===== src/rtl/alu_pkg.sv =====
// Shared constants for the alu_sched block: ALU opcodes, scheduler states, stat counter width.
package alu_pkg;

  localparam logic [2:0] ALU_OP_ZERO = 3'd0;
  localparam logic [2:0] ALU_OP_ONE  = 3'd1;
  localparam logic [2:0] ALU_OP_A    = 3'd2;
  localparam logic [2:0] ALU_OP_B    = 3'd3;
  localparam logic [2:0] ALU_OP_ADD  = 3'd4;
  localparam logic [2:0] ALU_OP_SUB  = 3'd5;
  localparam logic [2:0] ALU_OP_AND  = 3'd6;
  localparam logic [2:0] ALU_OP_OR   = 3'd7;

  typedef enum logic [1:0] {
    S_IDLE  = 2'd0,
    S_ISSUE = 2'd1,
    S_RESP  = 2'd2
  } state_e;

  localparam int STAT_W = 8;

  function automatic logic [STAT_W-1:0] sat_inc(input logic [STAT_W-1:0] v);
    return (&v) ? v : v + 1'b1;
  endfunction

endpackage


===== src/rtl/rr_arb2.sv =====
// Two-way round-robin grant: a lone requester always wins; on a tie the one that did not win last wins.
module rr_arb2 (
  input  logic [1:0] i_valid,
  input  logic       i_rr_last,
  output logic [1:0] o_grant
);

  assign o_grant[0] = i_valid[0] & (~i_valid[1] | i_rr_last);
  assign o_grant[1] = i_valid[1] & (~i_valid[0] | ~i_rr_last);

endmodule


===== src/rtl/alu_sched.sv =====
// Two-requester scheduler in front of one shared combinational ALU (IDLE -> ISSUE -> RESP).
// Optional macro ALU_SCHED_STATS_EN adds saturating per-requester completion counters stat0_o/stat1_o.
module alu_sched
  import alu_pkg::*;
#(
  parameter int WIDTH = 8
) (
  input  logic               clk_i,
  input  logic               rst_i,
  input  logic               req0_valid_i,
  output logic               req0_ready_o,
  input  logic [2:0]         req0_ctl_i,
  input  logic [2*WIDTH-1:0] req0_ab_i,
  input  logic               req1_valid_i,
  output logic               req1_ready_o,
  input  logic [2:0]         req1_ctl_i,
  input  logic [2*WIDTH-1:0] req1_ab_i,
  output logic               rsp0_valid_o,
  input  logic               rsp0_ready_i,
  output logic [WIDTH-1:0]   rsp0_c_o,
  output logic               rsp1_valid_o,
  input  logic               rsp1_ready_i,
  output logic [WIDTH-1:0]   rsp1_c_o,
  output logic               alu_en_o,
  output logic [2:0]         alu_ctl_o,
  output logic [2*WIDTH-1:0] alu_ab_o,
  input  logic [2*WIDTH-1:0] alu_bc_i
`ifdef ALU_SCHED_STATS_EN
  ,
  output logic [STAT_W-1:0]  stat0_o,
  output logic [STAT_W-1:0]  stat1_o
`endif
);

  state_e             r_state;
  state_e             w_next;
  logic               r_rr_last;
  logic               r_owner;
  logic [2:0]         r_alu_ctl;
  logic [2*WIDTH-1:0] r_alu_ab;
  logic [WIDTH-1:0]   r_rsp_c0;
  logic [WIDTH-1:0]   r_rsp_c1;
  logic [1:0]         w_grant;
  logic               w_accept;
  logic               w_rsp_hs;
  logic               w_unused_b;

  rr_arb2 u_arb (
    .i_valid   ({req1_valid_i, req0_valid_i}),
    .i_rr_last (r_rr_last),
    .o_grant   (w_grant)
  );

  assign w_accept   = (r_state == S_IDLE) & (|w_grant);
  assign w_rsp_hs   = (r_state == S_RESP) & (r_owner ? rsp1_ready_i : rsp0_ready_i);
  assign w_unused_b = ^alu_bc_i[2*WIDTH-1:WIDTH];

  assign alu_ctl_o = r_alu_ctl;
  assign alu_ab_o  = r_alu_ab;
  assign rsp0_c_o  = r_rsp_c0;
  assign rsp1_c_o  = r_rsp_c1;

  always_comb begin
    // NOTE: every signal written here gets a default first so no latch is inferred.
    w_next       = r_state;
    req0_ready_o = 1'b0;
    req1_ready_o = 1'b0;
    rsp0_valid_o = 1'b0;
    rsp1_valid_o = 1'b0;
    alu_en_o     = 1'b0;
    case (r_state)
      S_IDLE: begin
        req0_ready_o = w_grant[0];
        req1_ready_o = w_grant[1];
        if (|w_grant) w_next = S_ISSUE;
      end
      S_ISSUE: begin
        alu_en_o = 1'b1;
        w_next   = S_RESP;
      end
      S_RESP: begin
        rsp0_valid_o = ~r_owner;
        rsp1_valid_o = r_owner;
        if (w_rsp_hs) w_next = S_IDLE;
      end
      default: w_next = S_IDLE;
    endcase
  end

  always_ff @(posedge clk_i) begin
    // NOTE: non-blocking assignments so every register samples pre-edge values together.
    if (rst_i) begin
      r_state   <= S_IDLE;
      r_rr_last <= 1'b1;
      r_owner   <= 1'b0;
      r_alu_ctl <= '0;
      r_alu_ab  <= '0;
      r_rsp_c0  <= '0;
      r_rsp_c1  <= '0;
    end else begin
      r_state <= w_next;
      if (w_accept) begin
        r_owner   <= w_grant[1];
        r_rr_last <= w_grant[1];
        r_alu_ctl <= w_grant[1] ? req1_ctl_i : req0_ctl_i;
        r_alu_ab  <= w_grant[1] ? req1_ab_i  : req0_ab_i;
      end
      // Result lands in the owner's register only; the other side keeps its last value.
      if (r_state == S_ISSUE) begin
        if (r_owner) r_rsp_c1 <= alu_bc_i[WIDTH-1:0];
        else         r_rsp_c0 <= alu_bc_i[WIDTH-1:0];
      end
    end
  end

`ifdef ALU_SCHED_STATS_EN
  logic [STAT_W-1:0] r_stat0;
  logic [STAT_W-1:0] r_stat1;

  always_ff @(posedge clk_i) begin
    if (rst_i) begin
      r_stat0 <= '0;
      r_stat1 <= '0;
    end else begin
      if (rsp0_valid_o & rsp0_ready_i) r_stat0 <= sat_inc(r_stat0);
      if (rsp1_valid_o & rsp1_ready_i) r_stat1 <= sat_inc(r_stat1);
    end
  end

  assign stat0_o = r_stat0;
  assign stat1_o = r_stat1;
`endif

endmodule

===== config.mk =====
export PLATFORM = sky130hd
export DESIGN_NAME = alu_sched
export DESIGN_NICKNAME = d
export VERILOG_FILES = /design/src/rtl/alu_pkg.sv /design/src/rtl/rr_arb2.sv /design/src/rtl/alu_sched.sv
export SDC_FILE = /design/constraint.sdc
export NUM_CORES = 1
export LEC_CHECK = 0
export ABC_AREA = 1
export CAP_MARGIN = 15
export CORE_UTILIZATION = 35
export CTS_CLUSTER_SIZE = 10
export DETAILED_ROUTE_END_ITERATION = 12
export PLACE_DENSITY = 0.83
export SLEW_MARGIN = 20
export SYNTH_ARGS = -nofsm -noshare
export SYNTH_HDL_FRONTEND = slang
export SYNTH_SLANG_ARGS = --single-unit

===== constraint.sdc =====
create_clock -name clk_i -period 1.27 [get_ports clk_i]
set_input_delay 0.254 -clock clk_i [delete_from_list [all_inputs] [get_ports clk_i]]
set_output_delay 0.254 -clock clk_i [all_outputs]
set_load 0.01 [all_outputs]

# Word level (Yosys, flattened, before mapping)
# Index checks and enable logic that the tools add are counted.
[op_classes]
addsub = 0
n_mul = 0
div_mod_pow = 0
magnitude_cmp = 0
n_eq_ne = 4
n_shift = 0
n_mux = 11
bitwise_logic = 10
reduce_logical = 5
[op_table]
columns = ["op", "n"]
rows = [
  ["2-to-1 mux 16 bit", 1],
  ["2-to-1 mux 1 bit", 6],
  ["case mux 2 bit (3 select lines)", 1],
  ["AND reduction 2 bit", 3],
  ["AND 1 bit", 4],
  ["2-to-1 mux 2 bit", 2],
  ["inverter 1 bit", 4],
  ["2-to-1 mux 3 bit", 1],
  ["== test 2 x 1 -> 1 bit, second input constant", 1],
  ["== test 2 bit, second input constant", 1],
  ["zero test 2 bit", 1],
  ["inequality test 2 x 1 -> 1 bit, second input constant", 1],
  ["inequality test 2 bit, second input constant", 1],
  ["bitwise OR 1 bit", 2],
  ["OR reduction 2 bit", 1],
]
[totals]
reg_bits = 39
latchBits = 0
ram_bits = 0
romBits = 0
inputBits = 60
out_inout_bits = 40
wordCells = 37
mem_count = 0

# Logic depth before layout (Yosys ltp)
[logic_depth]
word_depth = 6
depth_mapped = 7
ltp_nobuf = 6

# Cells and area by module
# From an unflattened synthesis, not the netlist that was laid out.
[hier_totals]
cells_unflattened = 317
hier_area_um2 = 1875.5
[by_module_without_submodules]
columns = ["mod", "instances", "cells_each", "area_per_inst_um2", "seq_area_each_um2"]
rows = [
  ["alu_sched", 1, 313, 1848.0, 780.7],
  ["rr_arb2", 1, 4, 27.5, 0.0],
]

# Worst setup path before layout
# OpenSTA, ideal clock, no wires.
[synth_path]
kind = "register to output"
from = "register r_state[1]"
to = "output req1_ready_o"
arrival_time_ns = 0.843
required_time_ns = 1.016
setup_slack_ns = 0.173
stages_incl_launch_ff = 5
path_buffers = 1
cell_sequence = "dfxtp_1 > nor2_2 > nand3_1 > buf_6 > inv_1"
[synth_via]
elab_chain_len = 2
[synth_rtl]
columns = ["item", "line", "source"]
rows = [
  ["from (decl)", "alu_sched.sv:35", "state_e r_state;"],
  ["from (signal assigned)", "alu_sched.sv:101", "r_state <= w_next;"],
  ["zero test 2 bit", "alu_sched.sv:71", "case (r_state)"],
  ["2-to-1 mux 1 bit", "alu_sched.sv:71", ""],
  ["to (decl)", "alu_sched.sv:15", "output logic req1_ready_o,"],
]
# No other way between the ends.

# Final worst setup path
[layout_path]
from = "register r_state[1]"
to = "output req0_ready_o"
[layout_via]
elab_chain_len = 2
[layout_rtl]
columns = ["item", "line", "source"]
rows = [
  ["zero test 2 bit", "alu_sched.sv:71", ""],
  ["2-to-1 mux 1 bit", "alu_sched.sv:71", ""],
  ["to (decl)", "alu_sched.sv:11", "output logic req0_ready_o,"],
]
# No other way between the ends.

==> flow_summary.ini <==
[outcome]
status = complete, but fails checks
violations = setup timing

[cts]
root_buffer = clkbuf_8
insertion_delay_ps = 280
clockBufferDepth = 2
clock-sinks = 39
h-tree-depth = 2
hold_buffers = 0
cts-buffers-inserted = 5
cts_tree = yes
clkTransAtPathRegs_ps = 70

[timing]
setup_slack_ps = -80.8
maxClockFrequency_mhz = 740
final_max_slew_viol_count = 0
hold_ws_ps = 465
clock_skew_ps = 5.53
worstMarginPinSlew_ps = 222
fin_crit_sh_pct = 106
rsz0062_at_grt = yes
setup_viol = 4
fin_crit_ps = 1350
slew_headroom_pct = 85.2
finalHoldViolations = 0

[floorplanning]
die_h_um = 75.6
num_rows = 26
die_area_um2 = 5710
initial_core_util_pct = 36.6
ios = 100
chipWidth_um = 75.6
core_um2 = 5170

[synth]
synth_top_area_share_pct = 41.2
synthDistinctLibCells = 15
ys_seq_area_share_pct = 41.2
syn_inst = 290
yosysWarnings = 0
synthArstFlopShare_pct = 0
netlist_area_um2 = 1900
synth_fp_nets = 350
ys_seq_elements = 39
synth-main-ff-cell = dfxtp_1
yosysMostFrequentCell = nand2_1
synth-edff-count = 0
ys_top_cells_by_area = dfxtp_1 41%, nand2_1 16%, nand3_1 15%
syn_area_per_cell_um2 = 6.54
yosysTopAreaCell = dfxtp_1
synth_common_cells = 80 x nand2_1, 57 x nand3_1, 42 x nor2_1, 39 x dfxtp_1, 28 x inv_1

[detailed_routing]
drt-wirelength-per-cell_um = 12.0
drt_pass1_iterations = 5
drt-total-wl_um = 5470
drtAntennaViolNets = 0
drtIter0Drc = 67
vias = 2121
drc = 0
vias_per_cell = 4.64

[power]
powerDensity_nw_per_um2 = 1080
p_leak_nw = 1.49
max-vdd-ir-drop_v = 0.000561
power_mw = 3.25

[global_routing]
grt_overflow = 0
antenna_found_initial = 0
grt_pass1_vias = 1873
grtUsageTotal_pct = 19.2
grt_max_degree = 22
grt_pass1_wl_um = 8290

[flow_run]
drv_cap = 0

[cells_and_area]
fin_area_um2 = 2990
fin_nets = 446
n_antenna_cell = 0
multi_input_area_um2 = 928
area_growth_pct = 57.9
regArea_um2 = 788
fill_cells = 499
drive_gt1_share_pct = 11.4

[critical_path]
crit_required_ps = 1020
crit_fanout = 3
critPathKind = reg2out
start_kind = register
crit_path_end_kind = output pin
critPathArrivalTime_ps = 1100

[placement]
dp_slack_ps = -534
place_hpwl_um = 4040
placedInstanceArea_um2 = 2880
port_buffers = 91
gp_congestion = 0.740

[hold_path]
hold_path.class = reg2reg
-- worst max-delay path: stages (launching register included) --
cell	delay, ps
dfxtp_4	360
nor2_4	130
buf_6	120
nand3_4	60
inv_2	60
buf_6	90
-- logic make-up after synthesis --
kind of cell / count (synthesis) / synth area share (%)
buffers and inverters: 47 / 12.4
AO/OA/AOI/OAI: 18 / 4.82
flip-flops: 39 / 41.2
AND/OR/NAND/NOR: 186 / 41.6
-- cells in the final DEF, fill, tap and decap left out --
cell,n
nand2_8,1
nor2_1,40
inv_1,25
buf_12,1
clkdlybuf4s50_1,49
nand3b_1,1
dfxtp_4,2
buf_2,5
a21oi_1,17
nand3_2,1
clkbuf_1,2
clkinv_2,1
nor2_2,3
dfxtp_1,37
nand2_1,79
nand2_2,3
a31oi_1,1
buf_6,6
clkbuf_8,5
inv_2,3
dlygate4sd2_1,37
nor2_4,2
buf_4,10
nand3_4,1
nand3_1,55
-- cell type report --
type	instances	share of cell area, %
clock buffers	7	2.55
clock inverters	1	0.167
inverters	28	3.51
multi-input cells	204	31.0
flip-flops and latches	39	26.3
well taps	70	2.93
repair buffers	108	33.5
-- per-stage QoR --
step,instances,util (%),setup TNS [ps]
after global routing,457,57.9,-503
after global placement,447,55.6,-10400
after CTS,456,56.7,-309
final,457,57.9,-168
after detailed placement,447,55.6,-11180
after floorplan,290,-,0
-- state kept, by name, indices dropped and copies added (netlist names) --
| signal | count |
|---|---|
| r_owner | 1 |
| alu_ab_o | 16 |
| rsp0_c_o | 8 |
| alu_ctl_o | 3 |
| rsp1_c_o | 8 |
| r_state | 2 |
| r_rr_last | 1 |
-- per-layer routing --
| layer | vias to the layer above | part of all wire (%) | wire (µm) | track usage [%] |
|---|---|---|---|---|
| met1 | 958 | 41 | 2230 | 21.2 |
| met5 | - | 0 | 0 | 0 |
| met4 | 0 | 1.2 | 63 | 5.56 |
| met2 | 59 | 52 | 2850 | 36.0 |
| met3 | 5 | 5.8 | 319 | 5.29 |
| li1 | 1099 | - | - | - |
-- worst paths after layout --
check | endpoint | from | slack [ps] | cells past startpoint
max | req0_ready_o | r_state[1] | -80 | 5
min | rsp0_c_o[4] | rsp0_c_o[4] | 460 | 2
max reg2reg | alu_ab_o[3] | r_state[1] | 50 | 7
min reg2reg | rsp0_c_o[4] | rsp0_c_o[4] | 460 | 2
-- timing repair --
action,CTS,global route
gates resized for setup,71,12
cloned,0,1
endpoints found under the setup margin,59,31
pin swaps,4,3
buffers inserted,1,0
-- power by group --
group	internal, mW	total [mW]	switching (mW)
registers	1.34	1.41	0.0664
clock network	0.385	0.790	0.404
logic	0.509	1.05	0.539
Power figures use the tool's default switching activity.
